<file path="src/rtl/obstacle_tile_renderer.sv">
// obstacle_tile_renderer: per-pixel wall-style selection, face mirroring, texture ROM
// addressing and palette lookup, in a 3-stage pipeline with frame-driven style animation.
`default_nettype none

module obstacle_tile_renderer #(
  parameter int OBSTACLE_WIDTH = 10,
  parameter int Y_SHIFT        = 1,
  parameter int SCREEN_WIDTH   = 10,
  parameter int PHY_WIDTH      = 15,
  parameter int PIXEL_WIDTH    = 12,
  parameter int STYLE_NUM      = 4,
  parameter int STYLE_WIDTH    = $clog2(STYLE_NUM),
  parameter int COLOR_NUM      = 4,
  parameter int CID_WIDTH      = $clog2(COLOR_NUM),
  parameter int ANIM_EN        = 1,
  parameter int ANIM_PERIOD    = 30
) (
  input  logic                    sys_clk,
  input  logic                    sys_rst_n,
  input  logic                    pix_valid,
  input  logic                    obstacle_on,
  input  logic [SCREEN_WIDTH-1:0] obstacle_x_rom,
  input  logic [SCREEN_WIDTH-1:0] obstacle_y_rom,
  input  logic [PHY_WIDTH-1:0]    obstacle_block_abs_y,
  input  logic [PHY_WIDTH-1:0]    obstacle_abs_pos_x,
  input  logic [PHY_WIDTH-1:0]    obstacle_abs_pos_y,
  input  logic                    frame_tick,
  output logic [STYLE_WIDTH-1:0]  tex_style,
  output logic [SCREEN_WIDTH-1:0] tex_x,
  output logic [SCREEN_WIDTH-1:0] tex_y,
  input  logic [CID_WIDTH-1:0]    tex_cid,
  input  logic                    pal_wr_valid,
  output logic                    pal_wr_ready,
  input  logic [CID_WIDTH-1:0]    pal_wr_addr,
  input  logic [PIXEL_WIDTH-1:0]  pal_wr_data,
  output logic                    rgb_valid,
  output logic                    rgb_on,
  output logic [PIXEL_WIDTH-1:0]  rgb
);

  localparam int SLICES = (PHY_WIDTH + STYLE_WIDTH - 1) / STYLE_WIDTH;
  localparam int PAD_W  = SLICES * STYLE_WIDTH;
  localparam int FC_W   = $clog2(ANIM_PERIOD + 1);

  logic [SCREEN_WIDTH-1:0] which, xm;
  logic [PHY_WIDTH-1:0]    block_x;
  logic [PAD_W-1:0]        ay_pad;
  logic [STYLE_WIDTH-1:0]  hash, base;
  logic [STYLE_WIDTH:0]    hash_ext;
  logic                    rnd, face;

  logic [STYLE_WIDTH-1:0]  tex_style_d, tex_style_q;
  logic [SCREEN_WIDTH-1:0] tex_x_d, tex_x_q, tex_y_d, tex_y_q;
  logic                    s1_valid_q, s1_on_q, s2_valid_q, s2_on_q;
  logic [CID_WIDTH-1:0]    s2_cid_q;
  logic                    rgb_valid_q, rgb_on_q;
  logic [PIXEL_WIDTH-1:0]  rgb_q;
  logic [PIXEL_WIDTH-1:0]  pal_q [COLOR_NUM];
  logic [FC_W-1:0]         frame_cnt_q;
  logic [STYLE_WIDTH-1:0]  anim_offset_q;

  function automatic logic [PIXEL_WIDTH-1:0] pal_rst(input int idx);
    case (idx)
      0:       pal_rst = PIXEL_WIDTH'(12'hAAA);
      1:       pal_rst = PIXEL_WIDTH'(12'h777);
      3:       pal_rst = PIXEL_WIDTH'(12'h5B0);
      default: pal_rst = '0;
    endcase
  endfunction

  // A trailing partial slice of the absolute y is zero-padded before folding.
  assign ay_pad = PAD_W'(obstacle_abs_pos_y);
  always_comb begin
    hash = '0;
    for (int i = 0; i < SLICES; i++) hash = hash ^ ay_pad[i*STYLE_WIDTH +: STYLE_WIDTH];
  end

  assign which    = obstacle_x_rom / SCREEN_WIDTH'(OBSTACLE_WIDTH);
  assign xm       = obstacle_x_rom % SCREEN_WIDTH'(OBSTACLE_WIDTH);
  assign block_x  = (obstacle_abs_pos_x << 2) + obstacle_block_abs_y
                  + PHY_WIDTH'(which) * PHY_WIDTH'(OBSTACLE_WIDTH);
  assign rnd      = block_x[4] & block_x[3] & (|block_x[1:0]);
  assign base     = rnd ? block_x[STYLE_WIDTH-1:0] : hash;
  assign hash_ext = {1'b0, hash};
  assign face     = rnd | (hash_ext[1] ^ hash_ext[0]);

  assign tex_style_d = base + anim_offset_q;
  assign tex_x_d     = face ? xm : SCREEN_WIDTH'(OBSTACLE_WIDTH - 1) - xm;
  assign tex_y_d     = obstacle_y_rom >> Y_SHIFT;

  assign pal_wr_ready = ~(pix_valid | s1_valid_q | s2_valid_q | rgb_valid_q);

  always_ff @(posedge sys_clk or negedge sys_rst_n) begin
    if (!sys_rst_n) begin
      tex_style_q   <= '0;
      tex_x_q       <= '0;
      tex_y_q       <= '0;
      s1_valid_q    <= 1'b0;
      s1_on_q       <= 1'b0;
      s2_valid_q    <= 1'b0;
      s2_on_q       <= 1'b0;
      s2_cid_q      <= '0;
      rgb_valid_q   <= 1'b0;
      rgb_on_q      <= 1'b0;
      rgb_q         <= '0;
      frame_cnt_q   <= '0;
      anim_offset_q <= '0;
      for (int i = 0; i < COLOR_NUM; i++) pal_q[i] <= pal_rst(i);
    end else begin
      s1_valid_q <= pix_valid;
      s1_on_q    <= pix_valid & obstacle_on;
      if (pix_valid) begin
        tex_style_q <= tex_style_d;
        tex_x_q     <= tex_x_d;
        tex_y_q     <= tex_y_d;
      end
      // The ROM answers one cycle after tex_* update, so the id lines up with S2.
      s2_valid_q  <= s1_valid_q;
      s2_on_q     <= s1_on_q;
      s2_cid_q    <= tex_cid;
      rgb_valid_q <= s2_valid_q;
      rgb_on_q    <= s2_on_q;
      rgb_q       <= (s2_valid_q & s2_on_q) ? pal_q[s2_cid_q] : '0;
      if ((ANIM_EN != 0) && frame_tick) begin
        if (frame_cnt_q == FC_W'(ANIM_PERIOD - 1)) begin
          frame_cnt_q   <= '0;
          anim_offset_q <= anim_offset_q + 1'b1;
        end else begin
          frame_cnt_q <= frame_cnt_q + 1'b1;
        end
      end
      if (pal_wr_valid && pal_wr_ready) pal_q[pal_wr_addr] <= pal_wr_data;
    end
  end

  assign tex_style = tex_style_q;
  assign tex_x     = tex_x_q;
  assign tex_y     = tex_y_q;
  assign rgb_valid = rgb_valid_q;
  assign rgb_on    = rgb_on_q;
  assign rgb       = rgb_q;

endmodule

`default_nettype wire

</file>
<file path="config.mk">
export PLATFORM = sky130hd
export DESIGN_NAME = obstacle_tile_renderer
export DESIGN_NICKNAME = d
export VERILOG_FILES = /design/src/rtl/obstacle_tile_renderer.sv
export SDC_FILE = /design/constraint.sdc
export NUM_CORES = 1
export LEC_CHECK = 0
export CAP_MARGIN = 20
export CELL_PAD_IN_SITES_DETAIL_PLACEMENT = 1
export CELL_PAD_IN_SITES_GLOBAL_PLACEMENT = 2
export CORE_ASPECT_RATIO = 1.5
export CORE_UTILIZATION = 35
export DETAILED_ROUTE_END_ITERATION = 7
export GPL_TIMING_DRIVEN = 0
export PLACE_DENSITY_LB_ADDON = 0.1
export SYNTH_ARGS = -nofsm -noshare
export SYNTH_HDL_FRONTEND = slang
export SYNTH_SLANG_ARGS = --single-unit
</file>
<file path="constraint.sdc">
create_clock -name sys_clk -period 3.37 [get_ports sys_clk]
set_input_delay 0.674 -clock sys_clk [delete_from_list [all_inputs] [get_ports sys_clk]]
set_output_delay 0.674 -clock sys_clk [all_outputs]
set_load 0.01 [all_outputs]
</file>
* After elaboration in Yosys (flattened, before gate mapping)
Index checks and enable logic that the tools add are counted.
** Cells by class
- Add/subtract/negate cells :: 6
- Multiply operators :: 1
- Divide/modulo/power cells :: 2
- $lt $le $gt $ge :: 3
- Equal/unequal tests :: 1
- Mux-type cells :: 10
- Bitwise gates (word level) :: 19
- Reductions and logical operators :: 4
** Operators by type and width (number)
- 48-bit bitwise mux :: 1
- 12-bit 2-to-1 mux :: 4
- 12-bit binary-select mux with 2-bit select :: 1
- 12-bit demux with 2-bit select :: 1
- 2-bit XOR :: 6
- 5-bit adder :: 2
- 10-bit by 4-bit divider with 10-bit output, second input constant :: 1
- 10-bit by 4-bit remainder unit with 10-bit output, second input constant :: 1
- 10-bit by 3-bit multiplier with 4-bit output, second input constant :: 1
- 10-bit 2-to-1 mux :: 1
- 4-bit by 10-bit subtractor with 10-bit output, first input constant :: 1
- 3-bit >= comparator, second input constant :: 2
- 2-bit NOT with 3-bit output :: 2
- 5-bit by 1-bit adder with 5-bit output, second input constant :: 1
- 5-bit == test, second input constant :: 1
- 5-bit 2-to-1 mux :: 1
- 1-bit bitwise AND :: 4
- 1-bit bitwise OR :: 4
- 3-bit by 1-bit less-than comparator with 1-bit output, second input constant :: 1
- 2-bit by 1-bit adder with 2-bit output, second input constant :: 1
- 2-bit adder :: 1
- 1-bit logical AND :: 2
- 2-bit 2-to-1 mux :: 1
- 2-bit AND reduction :: 1
- other kinds (4) :: 4
** Storage, ports and cells
- Register bits after elaboration :: 96
- Bits of input ports :: 87
- Output and inout port bits :: 37
- Logic and storage cells :: 63

* Logic depth before layout (Yosys ltp)
- Depth in word-level cells :: 10
- Mapped depth :: 26

* Worst setup path after synthesis
OpenSTA, ideal clock, no wires.
- Path kind :: input to register
- From :: in obstacle_x_rom[4]
- To :: reg tex_style_q[1] (netlist: tex_style[1])
- Data arrival time :: 5877 ps
- Data required time :: 3246 ps
- Path slack :: -2631 ps
- Cell stages on the path :: 25
- Cell sequence :: buf_2 nor2b_1 nor4_1 or4_1 o31a_1 nand3_1 buf_2 o21ai_0 o21bai_1 ha_1 fa_1 fa_1 xnor2_1 xnor2_1 xnor2_1 xnor2_1 a21oi_4 nor3_2 mux2_2 ha_1 xnor2_1 nor3_1 nand4_1 o41ai_1 a211o_1
** Between the ends
- Word-level cells in the longest chain between the ends :: 7
** RTL lines
- start: declaration :: line 22 : input logic [SCREEN_WIDTH-1:0] obstacle_x_rom,
- 10-bit by 4-bit divider with 10-bit output (*) :: line 78 : assign which = obstacle_x_rom / SCREEN_WIDTH'(OBSTACLE_WIDTH);
- 10-bit by 3-bit multiplier with 4-bit output (*) :: line 81 : + PHY_WIDTH'(which) * PHY_WIDTH'(OBSTACLE_WIDTH);
- 5-bit adder (*) :: line 81
- 1-bit bitwise AND or 2-bit OR reduction (tied branches) :: line 82 : assign rnd = block_x[4] & block_x[3] & (|block_x[1:0]);
- 1-bit bitwise AND :: line 82
- 2-bit 2-to-1 mux (*) :: line 83 : assign base = rnd ? block_x[STYLE_WIDTH-1:0] : hash;
- 2-bit adder (*) :: line 87 : assign tex_style_d = base + anim_offset_q;
- end signal: assignment :: line 113 : tex_style_q <= tex_style_d;
- end: declaration :: line 52 : logic [STYLE_WIDTH-1:0] tex_style_d, tex_style_q;
Every way passes the cells marked *; elsewhere a longest branch is shown, timed or not.
A chain may end at the register's enable or synchronous reset.

* Final worst setup path
- From :: in obstacle_x_rom[7]
- To :: reg tex_style_q[1] (netlist: tex_style[1])
The elaborated chain is that of the path after synthesis.

==> metrics.md <==
| Metric | Value |
|---|---|
| Syn Nets | 575 |
| Slew Limit Fails | 0 |
| Largest net degree at the start of global routing | 73 |
| CP Class | input pin to flip-flop |
| Critical Path End Type | flip-flop |
| Antenna viol nets, final | 0 |
| IR drop worst, VDD | between 0.2 and 0.25 mV |
| Relative slew slack | 0.3714 |
| Syn Inst Count | approximately 480 |
| CTS buffer count | 9 |
| Number of flops mapped to enable cells by yosys | 0 |
| Violated checks | setup timing |
| Minimum clock period | 5.539 ns |
| Share of cells above drive strength 1 | 0.3698 |
| Number of diodes | 0 |
| Clk sinks | 96 |
| Critical Path RT | between 3 and 4 ns |
| Final hold slack | about 0.24 ns |
| Final nets | 721 |
| I/O Buffers | 97 |
| Number of max-cap violations | 0 |
| First DRT Iteration DRCs | about 140 |
| Core area | around 15000 sq um |
| DRC violations left | 0 |
| Via count | approximately 4400 |
| Status | complete, but fails checks |
| Worst-path maximum fanout | 8 |
| Leakage | roughly 3.3 nW |
| CTS root buffer | clkbuf_16 |
| Fillers | between 1500 and 2000 |
| Pwr Density | between 400 and 500 nW/um^2 |
| Main synth FF type | dfrtp_1 |
| Ports | 124 |
| Final core utilization | 0.5104 |
| WP data arrival | roughly 5.8 ns |
| Antenna violations before repair | 0 |
| Seq/Total Area, Yosys | 0.4449 |
| Ys async rst share | 1.000 |
| Synthesized area | approximately 5500 sq um |
| Hpwl dp | roughly 11000 um |
| RSZ-0062 raised after global routing | true |
| Tightest Pin Transition | roughly 0.94 ns |
| Initial core utilization | 0.3604 |
| # rows | 55 |
| Hold Path Class | input pin to asynchronous set/reset pin |
| Fmax | ~180 MHz |
| Total GRT Usage | 0.2040 |
| Final Cycle Share | 1.644 |
| DIE HEIGHT | 154.9 um |
| Total die area | roughly 16000 sq um |
| CTS H-tree depth | 3 |
| Mean Syn Cell Area | about 11 sq um |
| DR pass1 iterations | 4 |
| Vias in the first global route | 4854 |
| Global-route wire length before repair | 25850 um |
| Leading cell types in the layout, fill and taps excluded | 91 x clkdlybuf4s50_1, 76 x dfrtp_1, 57 x mux2_2, 34 x buf_4 |
| Post-DR vias/cell | ~5.3 |
| Wire per inst | 18.81 um |
| Worst Skew | between 0.009 and 0.01 ns |
| Die span in x | just over 100 um |
| CP Launch Type | input pin |
| Final WS setup | -2.169 ns |
| Clock latency on the worst-skew pair | 0.34 ns |
| Area delta synth->final | 41.62% |
| Post-synthesis cell type count | between 70 and 80 |
| GPL Wtd Cong | approximately 0.90 |
| FF+latch count, synth | 96 |
| Final Hold Viols | 0 |
| # setup viols final | 9 |
| Clk slew on worst S/H paths | about 0.070 ns |
| CTS tree | built |
| Commonest non-fill, non-tap cell in the layout | clkdlybuf4s50_1 |
| Drt total wl | roughly 16000 um |
| CTS max path bufs | 2 |
| Synth warn | 0 |
| GRT overflow | 0 |
[layout make-up]
| type | count | area, sq um | area share |
|---|---|---|---|
| well taps | 199 | 249.0 | 0.03222 |
| plain buffers | 33 | 259.0 | 0.03352 |
| clock inverters | 7 | 63.81 | 0.008258 |
| inverters | 16 | 60.06 | 0.007772 |
| repair buffers | 135 | 1326 | 0.1716 |
| flip-flops and latches | 96 | 2427 | 0.3141 |
| clock buffers | 9 | 225.2 | 0.02915 |
| multi-input cells | 334 | 3117 | 0.4033 |
[metal layers]
layer  part of all wire  track usage  vias up
met3              0.024      0.02346       34
met5                  0            0        -
met2               0.56       0.3902      102
li1                   -            -     2049
met4              0.031      0.08707        0
met1               0.38       0.2262     2250
[through the flow]
stage | cells | setup slack, ns | area [sq um] | setup TNS [ns] | power [W]
finish | 829 | -2.169 | 7727 | -14.41 | 0.003852
floorplan | 479 | -2.121 | 5664 | -12.62 | 0.002267
global placement | 775 | -3.321 | 6884 | -178.86 | 0.002650
global route | 829 | -2.404 | 7727 | -16.05 | 0.004070
CTS | 817 | -2.195 | 7537 | -14.00 | 0.003828
detailed placement | 776 | -3.316 | 6909 | -25.85 | 0.002698
[final timing paths]
path | startpoint | endpoint | slack, ns | depth (start not counted)
max | obstacle_x_rom[7] | tex_style[1]$_DFFE_PN0P_ | -2.17 | 26
min | sys_rst_n | frame_cnt_q[4]$_DFFE_PN0P_ | 0.24 | 1
max reg2reg | s2_valid_q$_DFF_PN0_ | pal_q[44]$_DFFE_PN0P_ | 0.93 | 5
min reg2reg | s1_on_q$_DFF_PN0_ | s2_on_q$_DFF_PN0_ | 0.35 | 0
max in group asynchronous | sys_rst_n | pal_q[28]$_DFFE_PN1P_ | 2.39 | 2
min in group sys_clk | s1_on_q$_DFF_PN0_ | s2_on_q$_DFF_PN0_ | 0.35 | 0
[cells in the mapped netlist (3+ instances only)]
library cell / n / area share
a211o_1: 3 / 0.0048
a211oi_1: 5 / 0.0069
a211oi_2: 3 / 0.0069
a21oi_1: 18 / 0.017
a31oi_1: 4 / 0.0046
and2_1: 4 / 0.0046
and3_1: 14 / 0.016
buf_1: 5 / 0.0034
buf_2: 8 / 0.0073
buf_4: 6 / 0.0083
clkbuf_1: 12 / 0.0083
dfrtp_1: 76 / 0.35
dfstp_2: 20 / 0.096
fa_1: 3 / 0.011
ha_1: 6 / 0.014
inv_1: 16 / 0.011
mux2_2: 59 / 0.12
mux2i_1: 3 / 0.0055
mux4_2: 12 / 0.050
nand2_1: 20 / 0.014
nand2b_1: 15 / 0.017
nand3_1: 11 / 0.010
nand4_1: 4 / 0.0046
nor2_1: 20 / 0.014
nor2b_1: 9 / 0.010
nor3_1: 7 / 0.0064
nor3b_1: 3 / 0.0041
nor4_1: 3 / 0.0034
o2111ai_1: 3 / 0.0048
o21ai_0: 13 / 0.012
o21ai_2: 3 / 0.0048
o221ai_1: 5 / 0.0080
o22ai_1: 9 / 0.010
or3b_1: 3 / 0.0048
xnor2_1: 21 / 0.034
xor2_1: 6 / 0.0096
[report_power, final]
group / internal (W) / switching [W]
clock network: 0.000519 / 0.000475
registers: 0.00136 / 0.000119
logic: 0.000768 / 0.000613
total: 0.00265 / 0.00121
[timing repair]
action / in CTS / in global routing
hold buffers: 0 / 0
resized for setup: 53 / 27
pin swaps: 23 / 23
setup endpoints to repair: 19 / 9
cloned: 2 / 0
buffers inserted: 23 / 12
[flip-flops by register name, indices dropped and copies added (netlist names)]
signal and cells:
s2_valid_q 1, frame_cnt_q 5, s2_on_q 1, pal_q 48, rgb_on 1, tex_x 10, tex_y 9, s1_valid_q 1
s2_cid_q 2, anim_offset_q 2, rgb 12, rgb_valid 1, s1_on_q 1, tex_style 2
[kinds of logic after synthesis]
group / synth area share
other: 0.0006873
DFF: 0.4449
xor gates and xnor gates: 0.04632
muxes: 0.1768
buffers and inverters: 0.04242
and+or+nand+nor: 0.1360
adders and majority gates: 0.02477
AOI/OAI and AO/OA: 0.1282
[critical path, cell delays in order]
cell,delay (ns)
buf_8,0.10
buf_8,0.13
buf_6,0.12
nand2_4,0.06
o32ai_2,0.06
and3_1,0.17
or4_4,0.61
a21oi_4,0.21
a21oi_4,0.05
o21bai_4,0.20
ha_4,0.23
fa_1,0.48
fa_2,0.39
xnor2_2,0.15
xnor2_1,0.13
xnor2_1,0.25
xnor2_2,0.15
and3_4,0.18
nor3_4,0.20
mux2_4,0.34
ha_4,0.18
xnor2_4,0.15
buf_6,0.13
nand3_2,0.06
mux2i_1,0.08
a211o_1,0.26
No activity file was read; power rests on OpenSTA's default activity.
